**src/rtl/mipi_pkg.sv**
```systemverilog
// Shared definitions for the MIPI RGB888 -> packed RGB565 pixel path:
// FSM state encodings, RGB565 field positions, the FIFO word layout and
// the pixel conversion helper.
package mipi_pkg;

    // Packer FSM state encodings
    localparam logic [1:0] ST_IDLE   = 2'd0;
    localparam logic [1:0] ST_ACTIVE = 2'd1;
    localparam logic [1:0] ST_DROP   = 2'd2;

    // RGB888 bit ranges kept in the RGB565 result (truncation, no rounding)
    localparam int R_MSB = 23;
    localparam int R_LSB = 19;
    localparam int G_MSB = 15;
    localparam int G_LSB = 10;
    localparam int B_MSB = 7;
    localparam int B_LSB = 3;

    // One FIFO entry: two packed pixels plus frame markers (34 bits)
    typedef struct packed {
        logic        eop;
        logic        sop;
        logic [31:0] data;
    } fifo_word_t;

    // Truncating RGB888 -> RGB565 conversion
    function automatic logic [15:0] rgb888_to_565(input logic [23:0] pix);
        return {pix[R_MSB:R_LSB], pix[G_MSB:G_LSB], pix[B_MSB:B_LSB]};
    endfunction

endpackage

```
**src/rtl/mipi_pixel_fifo.sv**
```systemverilog
// Show-ahead synchronous FIFO holding packed pixel words with SOP/EOP.
// A write while full is accepted only when a read happens in the same cycle.
module mipi_pixel_fifo
    import mipi_pkg::*;
#(
    parameter int pDEPTH = 16
) (
    input  logic       iCLK,
    input  logic       iRESET,
    input  logic       iPUSH,
    input  fifo_word_t iWORD,
    input  logic       iPOP,
    output fifo_word_t oWORD,
    output logic       oFULL,
    output logic       oEMPTY
);

    localparam int AW = (pDEPTH > 1) ? $clog2(pDEPTH) : 1;

    fifo_word_t         mem_r [pDEPTH];
    logic [AW-1:0]      wr_ptr_r;
    logic [AW-1:0]      rd_ptr_r;
    logic [AW:0]        count_r;
    logic               full_s;
    logic               empty_s;
    logic               wr_en_s;
    logic               rd_en_s;

    assign full_s  = (count_r == (AW+1)'(pDEPTH));
    assign empty_s = (count_r == {(AW+1){1'b0}});
    assign rd_en_s = iPOP && !empty_s;
    assign wr_en_s = iPUSH && (!full_s || rd_en_s);

    assign oFULL  = full_s;
    assign oEMPTY = empty_s;

    // Storage array, no reset so it maps onto RAM
    always_ff @(posedge iCLK) begin
        if (wr_en_s) begin
            mem_r[wr_ptr_r] <= iWORD;
        end
    end

    // Read/write pointers and occupancy count
    always_ff @(posedge iCLK) begin
        if (iRESET) begin
            wr_ptr_r <= {AW{1'b0}};
            rd_ptr_r <= {AW{1'b0}};
            count_r  <= {(AW+1){1'b0}};
        end else begin
            if (wr_en_s) begin
                wr_ptr_r <= wr_ptr_r + AW'(1);
            end
            if (rd_en_s) begin
                rd_ptr_r <= rd_ptr_r + AW'(1);
            end
            case ({wr_en_s, rd_en_s})
                2'b10:   count_r <= count_r + (AW+1)'(1);
                2'b01:   count_r <= count_r - (AW+1)'(1);
                default: count_r <= count_r;
            endcase
        end
    end

    // Show-ahead head of queue, forced to zero while empty
    always_comb begin
        oWORD = {$bits(fifo_word_t){1'b0}};
        if (empty_s) begin
            oWORD = {$bits(fifo_word_t){1'b0}};
        end else begin
            oWORD = mem_r[rd_ptr_r];
        end
    end

endmodule

```
**src/rtl/mipi_pixel_packer.sv**
```systemverilog
// Converts a MIPI RGB888 pixel stream to RGB565, pairs consecutive pixels
// into 32-bit words (earlier pixel in the low half) and queues them with
// frame start/end markers in a show-ahead FIFO toward a ready/valid sink.
module mipi_pixel_packer
    import mipi_pkg::*;
#(
    parameter int pWIDTH      = 640,
    parameter int pHEIGHT     = 480,
    parameter int pFIFO_DEPTH = 16
) (
    input  logic        iMIPI_CLK,
    input  logic        iRESET,
    input  logic [23:0] iMIPI_DATA,
    input  logic        iMIPI_START,
    input  logic        iMIPI_DATA_VALID,
    output logic [31:0] oDATA,
    output logic        oVALID,
    input  logic        iREADY,
    output logic        oSOP,
    output logic        oEOP,
    output logic        oOVERFLOW,
    output logic        oFRAME_DONE
);

    localparam int CW = (pWIDTH  > 1) ? $clog2(pWIDTH)  : 1;
    localparam int LW = (pHEIGHT > 1) ? $clog2(pHEIGHT) : 1;

    logic [1:0]     state_r;
    logic [CW-1:0]  col_r;
    logic [LW-1:0]  line_r;
    logic [15:0]    hold_r;
    logic           push_valid_r;
    fifo_word_t     push_word_r;
    logic           overflow_r;
    logic           frame_done_r;

    fifo_word_t     head_s;
    logic           full_s;
    logic           empty_s;
    logic           pop_s;
    logic           push_ok_s;
    logic           push_drop_s;
    logic           last_col_s;
    logic           last_line_s;

    assign pop_s       = !empty_s && iREADY;
    assign push_ok_s   = push_valid_r && (!full_s || pop_s);
    assign push_drop_s = push_valid_r && full_s && !pop_s;
    assign last_col_s  = (col_r  == CW'(pWIDTH - 1));
    assign last_line_s = (line_r == LW'(pHEIGHT - 1));

    // Frame FSM, pixel/line counters, pixel pairing and sticky status
    always_ff @(posedge iMIPI_CLK) begin
        if (iRESET) begin
            state_r      <= ST_IDLE;
            col_r        <= {CW{1'b0}};
            line_r       <= {LW{1'b0}};
            hold_r       <= 16'd0;
            push_valid_r <= 1'b0;
            push_word_r  <= {$bits(fifo_word_t){1'b0}};
            overflow_r   <= 1'b0;
            frame_done_r <= 1'b0;
        end else begin
            push_valid_r <= 1'b0;
            frame_done_r <= push_ok_s && push_word_r.eop;
            if (push_drop_s) begin
                overflow_r <= 1'b1;
            end else begin
                overflow_r <= overflow_r;
            end

            if (iMIPI_START) begin
                // New frame: restart geometry; a coincident pixel is discarded
                state_r <= ST_ACTIVE;
                col_r   <= {CW{1'b0}};
                line_r  <= {LW{1'b0}};
                hold_r  <= 16'd0;
            end else if (push_drop_s) begin
                state_r <= ST_DROP;
            end else begin
                case (state_r)
                    ST_ACTIVE: begin
                        if (iMIPI_DATA_VALID) begin
                            if (col_r[0] == 1'b0) begin
                                hold_r <= rgb888_to_565(iMIPI_DATA);
                            end else begin
                                push_valid_r     <= 1'b1;
                                push_word_r.data <= {rgb888_to_565(iMIPI_DATA), hold_r};
                                push_word_r.sop  <= (line_r == {LW{1'b0}}) && (col_r == CW'(1));
                                push_word_r.eop  <= last_col_s && last_line_s;
                            end
                            if (last_col_s) begin
                                col_r <= {CW{1'b0}};
                                if (last_line_s) begin
                                    line_r  <= {LW{1'b0}};
                                    state_r <= ST_IDLE;
                                end else begin
                                    line_r <= line_r + LW'(1);
                                end
                            end else begin
                                col_r <= col_r + CW'(1);
                            end
                        end
                    end
                    ST_IDLE: begin
                        state_r <= ST_IDLE;
                    end
                    ST_DROP: begin
                        state_r <= ST_DROP;
                    end
                    default: begin
                        state_r <= ST_IDLE;
                    end
                endcase
            end
        end
    end

    mipi_pixel_fifo #(
        .pDEPTH (pFIFO_DEPTH)
    ) u_fifo (
        .iCLK   (iMIPI_CLK),
        .iRESET (iRESET),
        .iPUSH  (push_valid_r),
        .iWORD  (push_word_r),
        .iPOP   (pop_s),
        .oWORD  (head_s),
        .oFULL  (full_s),
        .oEMPTY (empty_s)
    );

    assign oDATA       = head_s.data;
    assign oSOP        = head_s.sop;
    assign oEOP        = head_s.eop;
    assign oVALID      = !empty_s;
    assign oOVERFLOW   = overflow_r;
    assign oFRAME_DONE = frame_done_r;

endmodule

```
**config.mk**
```make
export PLATFORM = sky130hd
export DESIGN_NAME = mipi_pixel_packer
export DESIGN_NICKNAME = d
export VERILOG_FILES = /design/src/rtl/mipi_pkg.sv /design/src/rtl/mipi_pixel_fifo.sv /design/src/rtl/mipi_pixel_packer.sv
export SDC_FILE = /design/constraint.sdc
export NUM_CORES = 1
export LEC_CHECK = 0
export CORE_AREA = 2 2 230 232
export DETAILED_ROUTE_END_ITERATION = 7
export DIE_AREA = 0 0 232 234
export PLACE_DENSITY = 0.68
export SLEW_MARGIN = 20
export SYNTH_ARGS = -nofsm -noshare
export SYNTH_HDL_FRONTEND = slang
export SYNTH_SLANG_ARGS = --single-unit
```
**constraint.sdc**
```tcl
create_clock -name iMIPI_CLK -period 6.3 [get_ports iMIPI_CLK]
set_input_delay 1.26 -clock iMIPI_CLK [delete_from_list [all_inputs] [get_ports iMIPI_CLK]]
set_output_delay 1.26 -clock iMIPI_CLK [all_outputs]
set_load 0.01 [all_outputs]
```
### After elaboration in Yosys (flattened, before gate mapping)

Memories as Yosys holds them, arrays and structs flattened. A register that Yosys moved wholly into a read port is not among the register bits.
Index checks and enable logic that the tools add are counted.

* memory bits (writable): 544
* logic and storage cells: 80
* latch bits: 0
* register bits after elaboration: 87
* bits of input ports: 29
* memory bits (read-only): 0
* output and inout bits: 37
* memories: 1

Memory list
* u_fifo.mem_r: depth 16, width 34, rd ports 1, clocked after Yosys merged registers in 1, wr ports 1, line mipi_pixel_fifo.sv:20 `fifo_word_t mem_r [pDEPTH];`

* bitwise operators: 5
* div/mod/pow operators: 0
* multiplexer cells: 15
* $add $sub $neg: 6
* equal/unequal tests: 14
* multipliers: 0
* shift operators: 0
* reductions and logical operators: 25
* magnitude comparators: 0

Operators with widths (number)
* two-way mux 34 bit: 1
* inequality test 4 bit (second input constant): 3
* adder 10 x 1 -> 10 bit (second input constant): 1
* equality test 10 x 1 -> 1 bit (second input constant): 1
* equality test 10 bit (second input constant): 1
* two-way mux 10 bit: 1
* case mux 5 bit (2 select lines): 1
* adder 9 x 1 -> 9 bit (second input constant): 1
* equality test 9 bit (second input constant): 1
* logical AND 1 bit: 9
* logical NOT 9 bit: 1
* two-way mux 9 bit: 1
* inequality test 3 bit (second input constant): 3
* AND reduction 3 bit: 3
* adder 4 x 1 -> 4 bit (second input constant): 2
* two-way mux 2 bit: 4
* two-way mux 4 bit: 2
* AND reduction 4 bit: 2
* adder 5 x 1 -> 5 bit (second input constant): 1
* equality test 5 bit (second input constant): 1
* logical NOT 5 bit: 1
* NOT 1 bit: 5
* AND reduction 5 bit: 1
* OR reduction 5 bit: 1
* 9 further kinds: 17

### Longest topological paths before layout

Gate-level depths: netlist of the first run.

* depth after elaboration: 8
* mapped depth: 13
* gate-level depth less buffers: 10

### Modules after synthesis

Synthesis of the first run repeated with hierarchy kept, for this count alone.

* cells, all modules: 1338
* area, all modules: 24712.5 um^2

By module, submodules not included
* mipi_pixel_fifo: area an instance 21695.8 um^2, instances 1, cells an instance 962, sequential area each 16676.0 um^2
* mipi_pixel_packer: area an instance 3016.6 um^2, instances 1, cells an instance 376, sequential area each 1481.4 um^2

### Least setup slack after synthesis of the first run

Ideal clock, no wire load.

* path kind: input -> register
* start point: in iREADY
* end point: mem u_fifo.mem_r[1][0] (netlist bit) (enable)
* required time: 5833 ps
* path slack: 1778 ps
* stages: 4
* setup time: 467 ps
* data arrival time: 4054 ps
* path buffers: 0
* path through: nand2b_1 -> o21a_1 -> nand2_1 -> nor3_1

* longest elaborated chain between the ends: 6

Ends and longest elaborated chain
* start: declaration: line mipi_pixel_packer.sv:18 `input logic iREADY,`
* logical AND 1 bit: line mipi_pixel_packer.sv:46 `assign pop_s = !empty_s && iREADY;`
* logical AND 1 bit: line mipi_pixel_fifo.sv:31 `assign rd_en_s = iPOP && !empty_s;`
* logical OR 1 bit: line mipi_pixel_fifo.sv:32 `assign wr_en_s = iPUSH && (!full_s || rd_en_s);`
* logical AND 1 bit: line mipi_pixel_fifo.sv:32
* two-way mux 1 bit: line mipi_pixel_fifo.sv:39 `if (wr_en_s) begin`
* two-way mux 1 bit (implied by the code): line mipi_pixel_fifo.sv:40 `mem_r[wr_ptr_r] <= iWORD;`
* end: declaration: line mipi_pixel_fifo.sv:20

Every way passes these cells.

### Worst setup path after layout of the first run

* start point: reg u_fifo.count_r[1]
* end point: out oDATA[6]

* longest elaborated chain between the ends: 2

Ends and longest elaborated chain
* start: declaration: line mipi_pixel_fifo.sv:23 `logic [AW:0] count_r;`
* start signal: assignment: line mipi_pixel_fifo.sv:49 `count_r <= {(AW+1){1'b0}};`
* start signal: assignment: line mipi_pixel_fifo.sv:58 `2'b10: count_r <= count_r + (AW+1)'(1);`
* start signal: assignment: line mipi_pixel_fifo.sv:59 `2'b01: count_r <= count_r - (AW+1)'(1);`
* logical NOT 5 bit: line mipi_pixel_fifo.sv:30 `assign empty_s = (count_r == {(AW+1){1'b0}});`
* two-way mux 34 bit: line mipi_pixel_fifo.sv:68 `if (empty_s) begin`
* end: declaration: line mipi_pixel_packer.sv:16 `output logic [31:0] oDATA,`

Every way passes these cells.

==> metrics.md, run 1 <==
| Metric | Value |
|---|---|
| Max-capacitance violation count | `0` |
| Total track usage | `between 10% and 20%` |
| Clk slew on worst S/H paths | `around 60 ps` |
| I/O Buffers | `57` |
| Final hold vios | `0` |
| Syn-to-layout area delta | `14.1%` |
| CP max stage delay | `about 660 ps` |
| Max Used Layer | `met5` |
| CP Max Fanout | `22` |
| Tmin final | `just under 5000 ps` |
| Leak pwr | `approximately 9.4 nW` |
| Avg WL per Cell | `about 25 um` |
| Register area share after synthesis | `73.4%` |
| CP bufs+invs | `2` |
| Metal3 WL | `3920 um` |
| Die W | `232 um` |
| Post-CTS Setup Inserts | `0` |
| Antenna violations before repair | `5` |
| Die height | `between 200 and 250 um` |
| Routed via count | `12800` |
| Mapped Area | `24700 um^2` |
| CP max-delay cell | `nand2b_2` |
| # DRC | `0` |
| Max Fclk | `around 200 MHz` |
| Clk_lat worst skew | `620 ps` |
| Final period util | `between 70% and 80%` |
| Actual slew at the worst max-slew pin | `1120 ps` |
| M1 WL | `between 20000 and 25000 um` |
| CP Capture Type | `output port` |
| Root buf cell | `clkbuf_16` |
| Vias in the first global route | `between 10000 and 15000` |
| CTS hold repair buffers | `0` |
| CP arrival | `3680 ps` |
| Standard-cell row count | `84` |
| Synth Register Bits | `about 640` |
| Initial core utilization | `47.5%` |
| Initial DRC count | `~1300` |
| DR vias/cell | `roughly 6` |
| Largest net degree at the start of global routing | `92` |
| Slew headroom | `about a quarter` |
| Synth unique cells | `65` |
| Global route overflow | `0` |
| Io pins | `between 60 and 70` |
| Fraction of layout cells with a size suffix above 1 | `20.5%` |
| EDFF count, synth | `around 540` |
| Num CTS Buffers | `61` |
| Post-route setup TNS | `0 ps` |
| Final instance area | `between 20000 and 30000 um^2` |
| Worst Skew | `19.8 ps` |
| Post-Syn Instances | `between 1000 and 1500` |
| Min-delay worst type | `reg -> reg` |
| Ys flop type | `edfxtp_1` |
| Detail Route Antenna Nets | `0` |
| Gpl congestion | `slightly below 0.9` |
| Placed Area | `~26000 um^2` |
| Cells after DPL | `2024` |
| H-tree level count | `2` |
| Maximum VDD drop | `0.226 mV` |
| TritonRoute pass-1 iters | `7` |
| Final setup viols | `0` |
| Syn_area_per_cell | `about 19 um^2` |
| Largest delay contributor family on the critical path | `simple AND/OR/NAND/NOR gates` |
| Syn nets | `~1400` |
| YS warnings | `0` |
| DP HPWL | `between 30000 and 40000 um` |
| CTS tree | `done` |
| RSZ-0062 raised after global routing | `no` |
| Critical path type | `reg -> out` |
| Startpoint Class | `flip-flop` |
| Final cell count without fillers | `~2100` |
| # resized after CTS | `0` |
| Clk sinks | `~640` |
| Worst-path cell chain | `nor4_4, nand2b_1, nand2b_2, buf_4, o22ai_1, clkdlybuf4s50_1` |
| Post-synth ARST share | `0%` |
| First-pass GRT wire length | `roughly 80000 um` |
| Die area | `54300 um^2` |
| Fin. max-slew vios | `0` |
| Core area | `about 52000 um^2` |
| Max Root-Sink Buffers | `3` |
| Total Wirelength | `53300 um` |
| # fillers | `between 3000 and 4000` |
| Final nets | `1443` |
| CP required | `between 5000 and 6000 ps` |
| DR WL met2 | `approximately 25000 um` |
| Status | `finished, final reports clean` |
| Pwr Density | `~290 nW/um^2` |
==> logic make-up after synthesis <==
kind of cell | Yosys count | synth area share [%]
xor gates and xnor gates | 11 | 0.390
buffers and inverters | 93 | 1.77
DFF | 635 | 73.4
adders and majority gates | 13 | 0.658
AOI/OAI and AO/OA | 186 | 4.71
and+or+nand+nor | 187 | 3.82
muxes | 206 | 15.2
==> report_power, final <==
part           internal, mW  switching, mW  leakage (nW)
logic                0.0208         0.0424          1.81
clock network          2.15           1.52         0.995
registers              4.50        0.00389          6.63
total                  6.67           1.57          9.44
==> placed cells by master (no fill, tap or decap), types with 9 or more instances in the layout <==
cell type and instances:
a21oi_1 66, buf_4 28, clkbuf_1 13, clkbuf_16 63, clkdlybuf4s50_1 55, clkinv_1 9, clkinv_2 14, dfxtp_1 88
edfxtp_1 544, ha_1 13, inv_1 10, mux2i_1 70, mux4_2 136, nand2_1 55, nand2b_1 9, nand3_1 40
nor2_1 22, nor2_4 12, o21ai_1 36, o22ai_1 37, or4_1 10, xor2_1 9
==> per-stage QoR <==
step / util, % / worst slack, ps / hold WS (ps) / total power, mW
CTS: 54.1 / 1320 / 459 / 8.29
global placement: 50.2 / 2000 / 447 / 4.65
global route: 54.2 / 1210 / 479 / 8.46
detailed placement: 50.2 / 1980 / 451 / 4.65
finish: 54.2 / 1360 / 457 / 8.24
floorplan: - / 1780 / 437 / 4.63
==> worst register-to-register path, stage by stage (launching register included) <==
cell and delay (ps):
dfxtp_1 420, or4_4 660, o21a_1 310, inv_1 150, ha_1 390, ha_1 260, or4b_2 590, a21oi_1 140
a31oi_1 60, nand3_1 100
==> synth_stat cells, types with 9 or more instances <==
master | n | area share [%]
o22ai_1 | 37 | 0.94
o21ai_1 | 36 | 0.73
buf_1 | 9 | 0.14
clkbuf_1 | 35 | 0.53
mux2i_1 | 70 | 2.8
nand3_1 | 40 | 0.81
edfxtp_1 | 544 | 66
or4_1 | 10 | 0.30
nand2_1 | 56 | 0.85
nor2_1 | 34 | 0.52
nand2b_1 | 10 | 0.25
dfxtp_1 | 91 | 7.4
a21oi_1 | 66 | 1.3
buf_2 | 30 | 0.61
inv_1 | 10 | 0.15
xor2_1 | 9 | 0.32
ha_1 | 13 | 0.66
mux4_2 | 136 | 12
==> final timing paths <==
check | startpoint | endpoint | slack [ps] | cells past startpoint
worst max-delay path | u_fifo.count_r[1]$_SDFFE_PP0P_ | oDATA[6] | 1360 | 6
worst min-delay path | hold_r[1]$_SDFFE_PP0P_ | hold_r[1]$_SDFFE_PP0P_ | 460 | 2
worst max register to register | u_fifo.count_r[1]$_SDFFE_PP0P_ | u_fifo.count_r[4]$_SDFFE_PP0P_ | 3150 | 9
worst min register to register | hold_r[1]$_SDFFE_PP0P_ | hold_r[1]$_SDFFE_PP0P_ | 460 | 2
==> metal layers <==
layer | track usage, % | vias up
li1 | - | 5561
met1 | 27.7 | 6645
met2 | 31.9 | 450
met3 | 3.79 | 91
met4 | 7.23 | 4
met5 | 0 | -
==> final cells by class <==
| cell class | count | area [um^2] | area share (%) |
|---|---|---|---|
| clock buffer | 79 | 1670 | 5.91 |
| inverter | 11 | 41.3 | 0.146 |
| sequential | 635 | 18200 | 64.4 |
| multi-input combinational | 603 | 6250 | 22.1 |
| antenna | 2 | 5.00 | 0.0177 |
| clock inverter | 35 | 362 | 1.28 |
| tap | 688 | 861 | 3.05 |
| timing repair buffer | 89 | 866 | 3.07 |
==> sequential cells by signal, summed over array words and instances (netlist names), named ones only <==
name and flops:
u_fifo.count_r 5, push_word_r 34, push_valid_r 1, u_fifo.rd_ptr_r 4, u_fifo.wr_ptr_r 4, oOVERFLOW 1, state_r 2, line_r 9
oFRAME_DONE 1, hold_r 16, col_r 10, u_fifo.mem_r 544
(Power assumes the default switching activity.)
==> run 2, diff against run 1 <==
- PLACE_DENSITY: 0.68 -> 0.71
- clock period: 6.3 -> 3.95 ns (I/O delays scaled with it)
==> metrics.md, run 2 (synthesis gave the netlist of run 1 again) <==
| Metric | Value |
|---|---|
| Root buf cell | `clkbuf_16` |
| Die W | `232 um (unchanged)` |
| Internal Pwr Total | `10.3 mW (+55%)` |
| CP bufs+invs | `2 (unchanged)` |
| DR WL met2 | `26500 um (+4.4%)` |
| Commonest cells after routing, fill and taps aside | `edfxtp_1 (544), mux4_2 (136), dfxtp_1 (88), mux2i_1 (70), a21oi_1 (66)` |
| Routed via count | `12900 (+0.78%)` |
| CP max-delay cell | `nor4_4` |
| H-tree level count | `2 (unchanged)` |
| Critical path type | `reg -> out` |
| I/O Buffers | `57 (unchanged)` |
| CP Capture Type | `output port` |
| Commonest non-fill, non-tap cell in the layout | `edfxtp_1` |
| TritonRoute pass-1 iters | `6 (-1)` |
| # resized after CTS | `0 (unchanged)` |
| Fraction of layout cells with a size suffix above 1 | `20.4% (-0.14 points)` |
| Worst reg2reg path depth | `9 (unchanged)` |
| Post-route setup slack | `197 ps (-1160 ps)` |
| Gpl congestion | `0.876 (+1.1%)` |
| Io pins | `66 (unchanged)` |
| DP Worst Slack | `461 ps (-1520 ps)` |
| Gate power share | `0.8% (about the same)` |
| Final instance area | `28400 um^2 (+0.49%)` |
| DR vias/cell | `5.99 (+0.60%)` |
| Clk slew on worst S/H paths | `60 ps (about the same)` |
| # DRC | `0 (unchanged)` |
| Tmin final | `3750 ps` |
| Maximum VDD drop | `0.411 mV (+82%)` |
| Initial DRC count | `1169 (-13%)` |
| Largest Register | `u_fifo.mem_r` |
| Min-delay worst type | `reg -> reg` |
| Worst Skew | `15.8 ps (-3.98 ps)` |
| DP HPWL | `29900 um (-0.80%)` |
| M1 WL | `21900 um (-2.0%)` |
| CTS tree | `done` |
| Clk sinks | `635 (unchanged)` |
| Max reg flops | `544 (unchanged)` |
| Detail Route Antenna Nets | `0 (unchanged)` |
| Metal3 WL | `3960 um (+1.2%)` |
| Sw power | `2.45 mW (+56%)` |
| Max Root-Sink Buffers | `3 (unchanged)` |
| Antenna violations before repair | `7 (+2)` |
| Actual slew at the worst max-slew pin | `951 ps (-172 ps)` |
| Avg WL per Cell | `24.9 um (+0.29%)` |
| Startpoint Class | `flip-flop` |
| Vias in the first global route | `13100 (+2.1%)` |
| Final hold vios | `0 (unchanged)` |
| CP required | `3160 ps (-1880 ps)` |
| Clk_lat worst skew | `620 ps (about the same)` |
| Final nets | `1452 (+0.62%)` |
| Worst Hold Slack | `458 ps (+1.09 ps)` |
| CTS hold repair buffers | `0 (unchanged)` |
| Post-CTS Setup Inserts | `0 (unchanged)` |
| Placed Area | `26500 um^2 (+1.3%)` |
| CP Max Fanout | `34 (+55%)` |
| Worst-path cell chain | `nor4_4, nand2b_1, nand2b_2, buf_12, o22ai_1, clkdlybuf4s50_1` |
| Largest net degree at the start of global routing | `57 (-38%)` |
| Status | `finished, final reports clean` |
| Fin. max-slew vios | `0 (unchanged)` |
| Slew headroom | `36.6% (+12 points)` |
| Max Fclk | `266 MHz` |
| Leak pwr | `9.43 nW (about the same)` |
| Pwr Density | `451 nW/um^2 (+55%)` |
| Total Wirelength | `53500 um (+0.48%)` |
| Final setup viols | `0 (unchanged)` |
| Global route overflow | `0 (unchanged)` |
| Standard-cell row count | `84 (unchanged)` |
| RSZ-0062 raised after global routing | `no` |
| Final period util | `about 95%` |
| Max-capacitance violation count | `0 (unchanged)` |
| Largest delay contributor family on the critical path | `simple AND/OR/NAND/NOR gates` |
| Syn-to-layout area delta | `14.7%` |
| Biggest regs | `u_fifo.mem_r (544), push_word_r (34), hold_r (16)` |
| CP max stage delay | `590 ps (-70 ps)` |
| Core area | `52000 um^2 (unchanged)` |
| Post-route setup TNS | `0 ps (unchanged)` |
| Initial core utilization | `47.5% (unchanged)` |
| CP arrival | `2960 ps (-720 ps)` |
| Sw Share | `19.2% (+0.14 points)` |
| Final core utilization | `54.5% (+0.27 points)` |
| Max Used Layer | `met5` |
| Die area | `54300 um^2 (unchanged)` |
| First-pass GRT wire length | `80500 um (+1.0%)` |
| Clock network fraction of total power | `43.0% (-1.6 points)` |
| WHS Path Cells | `2 (unchanged)` |
| Die height | `234 um (unchanged)` |
| Total track usage | `20.2% (+0.17 points)` |
| Sequential power share | `56.1% (+1.4 points)` |
| Levels on crit path | `6 (unchanged)` |
| Num CTS Buffers | `60 (-1.6%)` |
## run 2: changes by cell type in the layout (fill, tap and decap cells not counted), moves of 3 or more
cell / delta
bufinv_16: -3
nor3_2: -3
clkinv_1: +7
buf_4: -7
clkinv_2: -7
buf_12: +19
nor3_4: +3
## run 2: layer usage
metal | global-route usage [%] | vias to the layer above
li1 | - | 5574
met1 | 27.3 | 6745
met2 | 33.5 | 436
met3 | 4.39 | 86
met4 | 5.15 | 10
met5 | 0 | -
## run 2: worst paths after layout
check | from | endpoint | slack, ps
max | u_fifo.count_r[0]$_SDFFE_PP0P_ | oDATA[30] | 200
min | hold_r[13]$_SDFFE_PP0P_ | hold_r[13]$_SDFFE_PP0P_ | 460
max reg2reg | u_fifo.count_r[1]$_SDFFE_PP0P_ | u_fifo.count_r[4]$_SDFFE_PP0P_ | 800
min reg2reg | hold_r[13]$_SDFFE_PP0P_ | hold_r[13]$_SDFFE_PP0P_ | 460
## run 2: stage by stage
stage / cells / total power [mW]
floorplan: 1331 / 7.38
global placement: 2036 / 7.42
detailed placement: 2036 / 7.43
CTS: 2145 / 12.9
global route: 2145 / 13.1
finish: 2146 / 12.8
## run 2: power groups by stage
stage                     clock (mW)  combinational (mW)  sequential (mW)
after floorplan                    0              0.0595             7.32
after CTS                       5.59               0.104             7.18
after detailed placement           0               0.103             7.32
after global placement             0               0.101             7.32
after global routing            5.85               0.113             7.18
final                           5.51               0.106             7.18
## run 2: worst min-delay path: stages (launching register included)
cell	delay, ps
dfxtp_1	310
nand2_1	50
a21oi_1	50
## run 2: final cells by class
class / count / area, um^2
fillers: 3907 / 23700
well taps: 688 / 861
multi-input cells: 603 / 6260
repair buffers: 99 / 1140
inverters: 11 / 41.3
clock inverters: 33 / 269
clock buffers: 76 / 1610
flip-flops and latches: 635 / 18200
diodes: 1 / 2.50
==> run 3, diff against run 2 <==
- CORE_AREA: 2 2 230 232 -> 2 2 216 218
- DIE_AREA: 0 0 232 234 -> 0 0 218 220
- PLACE_DENSITY: 0.71 -> 0.72
- SLEW_MARGIN: 20 -> unset
==> metrics.md, run 3 (synthesis gave the netlist of run 1 again) <==
| Metric | Value |
|---|---|
| Fraction of layout cells with a size suffix above 1 | `21.7% (+1.3 points)` |
| I/O Buffers | `57 (unchanged)` |
| Detail Route Antenna Nets | `0 (unchanged)` |
| Critical path type | `reg -> out` |
| Gpl congestion | `0.814 (-7.1%)` |
| CP max stage delay | `530 ps (-60 ps)` |
| Final period util | `97.9% (+2.9 points)` |
| CTS hold repair buffers | `0 (unchanged)` |
| Largest net degree at the start of global routing | `52 (-8.8%)` |
| Startpoint Class | `flip-flop` |
| Hold wc startpoint | `hold_r[2]$_SDFFE_PP0P_` |
| Global route overflow | `0 (unchanged)` |
| Cells after DPL | `1963 (-3.6%)` |
| Die area | `48000 um^2 (-12%)` |
| Worst Skew | `26.0 ps (+10.2 ps)` |
| Final cell count without fillers | `2075 (-3.3%)` |
| Crit path launch | `u_fifo.count_r[1]$_SDFFE_PP0P_` |
| DP Worst Slack | `432 ps (-28.6 ps)` |
| # fillers | `3203 (-18%)` |
| Initial DRC count | `1214 (+3.8%)` |
| Commonest cells after routing, fill and taps aside | `edfxtp_1 (544), mux4_2 (136), dfxtp_1 (88), mux2i_1 (70), a21oi_1 (66)` |
| CTS tree | `done` |
| Total Wirelength | `53400 um (-0.25%)` |
| CP arrival | `3080 ps (+120 ps)` |
| Num CTS Buffers | `59 (-1.7%)` |
| Clk slew on worst S/H paths | `60 ps (about the same)` |
| Status | `finished, final reports clean` |
| Root buf cell | `clkbuf_16` |
| Worst R2R Start | `u_fifo.count_r[1]$_SDFFE_PP0P_` |
| Final nets | `1459 (+0.48%)` |
| Maximum VDD drop | `0.325 mV (-21%)` |
| Die W | `218 um (-6.0%)` |
| Worst reg2reg path depth | `9 (unchanged)` |
| Vias in the first global route | `12900 (-1.4%)` |
| Worst Hold Slack | `456 ps (-2.29 ps)` |
| Die height | `220 um (-6.0%)` |
| Clk sinks | `635 (unchanged)` |
| WHS Path Cells | `2 (unchanged)` |
| Syn-to-layout area delta | `14.9%` |
| Slew headroom | `32.1% (-4.5 points)` |
| Final setup viols | `0 (unchanged)` |
| # resized after CTS | `0 (unchanged)` |
| Leak pwr | `9.53 nW (+1.0%)` |
| DR vias/cell | `6.21 (+3.8%)` |
| CP required | `3160 ps (about the same)` |
| Levels on crit path | `6 (unchanged)` |
| CP max-delay cell | `nor4_4` |
| TritonRoute pass-1 iters | `7 (+1)` |
| Actual slew at the worst max-slew pin | `1010 ps (+61.4 ps)` |
| Commonest non-fill, non-tap cell in the layout | `edfxtp_1` |
| Worst-path cell chain | `nor4_4, nand2b_1, nand2b_2, buf_4, o22ai_1, clkdlybuf4s50_1` |
| Tmin final | `3870 ps (+113 ps)` |
| Clk_lat worst skew | `640 ps (+20 ps)` |
| Final core utilization | `62.0% (+7.5 points)` |
| Largest Register | `u_fifo.mem_r` |
| Post-route setup TNS | `0 ps (unchanged)` |
| Standard-cell row count | `79 (-6.0%)` |
| RSZ-0062 raised after global routing | `no` |
| Max Fclk | `259 MHz (-2.9%)` |
| Max Root-Sink Buffers | `3 (unchanged)` |
| Largest delay contributor family on the critical path | `simple AND/OR/NAND/NOR gates` |
| CP Max Fanout | `19 (-44%)` |
| Ant diodes | `0 (-1)` |
| DP HPWL | `29100 um (-2.9%)` |
| Final hold vios | `0 (unchanged)` |
| CP Capture Type | `output port` |
| Min-delay worst type | `reg -> reg` |
| CP bufs+invs | `2 (unchanged)` |
| Avg WL per Cell | `25.7 um (+3.2%)` |
| Pwr Density | `466 nW/um^2 (+3.4%)` |
| Antenna violations before repair | `1 (-6)` |
| Total track usage | `22.7% (+2.6 points)` |
| Post-CTS Setup Inserts | `0 (unchanged)` |
| # DRC | `0 (unchanged)` |
| Max reg flops | `544 (unchanged)` |
| Fin. max-slew vios | `0 (unchanged)` |
| Io pins | `66 (unchanged)` |
| First-pass GRT wire length | `79700 um (-1.1%)` |
| Max-capacitance violation count | `0 (unchanged)` |
| Initial core utilization | `53.9% (+6.4 points)` |
| H-tree level count | `2 (unchanged)` |
| Biggest regs | `u_fifo.mem_r (544), push_word_r (34), hold_r (16)` |
| Post-route setup slack | `84.1 ps (-113 ps)` |
| Core area | `45900 um^2 (-12%)` |
| Routed via count | `12900 (+0.34%)` |
-- run 3: stage by stage --
stage	cell area, um^2	total power, mW
after floorplan	24700	7.38
after CTS	28400	13.3
after global routing	28400	13.6
final	28400	13.3
after detailed placement	26400	7.43
after global placement	26400	7.43
-- run 3: tightest hold or removal path: cells and delay by family, from the launching register on --
kind               cells  cell delay [ps]
and+or+nand+nor        1               50
DFF                    1              310
AOI/OAI and AO/OA      1               50
-- run 3: metal layers --
layer  global-route usage [%]  part of all wire [%]  up-vias
met5                        0                     0        -
met2                     37.6                    50      510
li1                         -                     -     5596
met3                     3.63                   6.7       96
met1                     31.0                    40     6693
met4                     7.80                   2.9        0
-- run 3: report_power, final --
group / internal, mW / switching [mW] / leakage, nW
Combinational: 0.0348 / 0.0743 / 1.91
Sequential: 7.17 / 0.00633 / 6.63
Clock: 3.48 / 2.48 / 0.985
-- run 3: cell type report --
| cell class | count | area, um^2 | area share, % |
|---|---|---|---|
| Clock buffer | 67 | 1510 | 5.30 |
| Tap cell | 607 | 759 | 2.67 |
| Sequential cell | 635 | 18200 | 63.9 |
| Clock inverter | 45 | 557 | 1.96 |
| Multi-Input combinational cell | 603 | 6260 | 22.0 |
| Inverter | 11 | 41.3 | 0.145 |
| Timing Repair Buffer | 107 | 1120 | 3.95 |
-- run 3: final timing paths --
check                                   end  slack (ps)
min reg2reg          hold_r[2]$_SDFFE_PP0P_         460
max reg2reg  u_fifo.count_r[4]$_SDFFE_PP0P_         840
min                  hold_r[2]$_SDFFE_PP0P_         460
max                                    oEOP          80
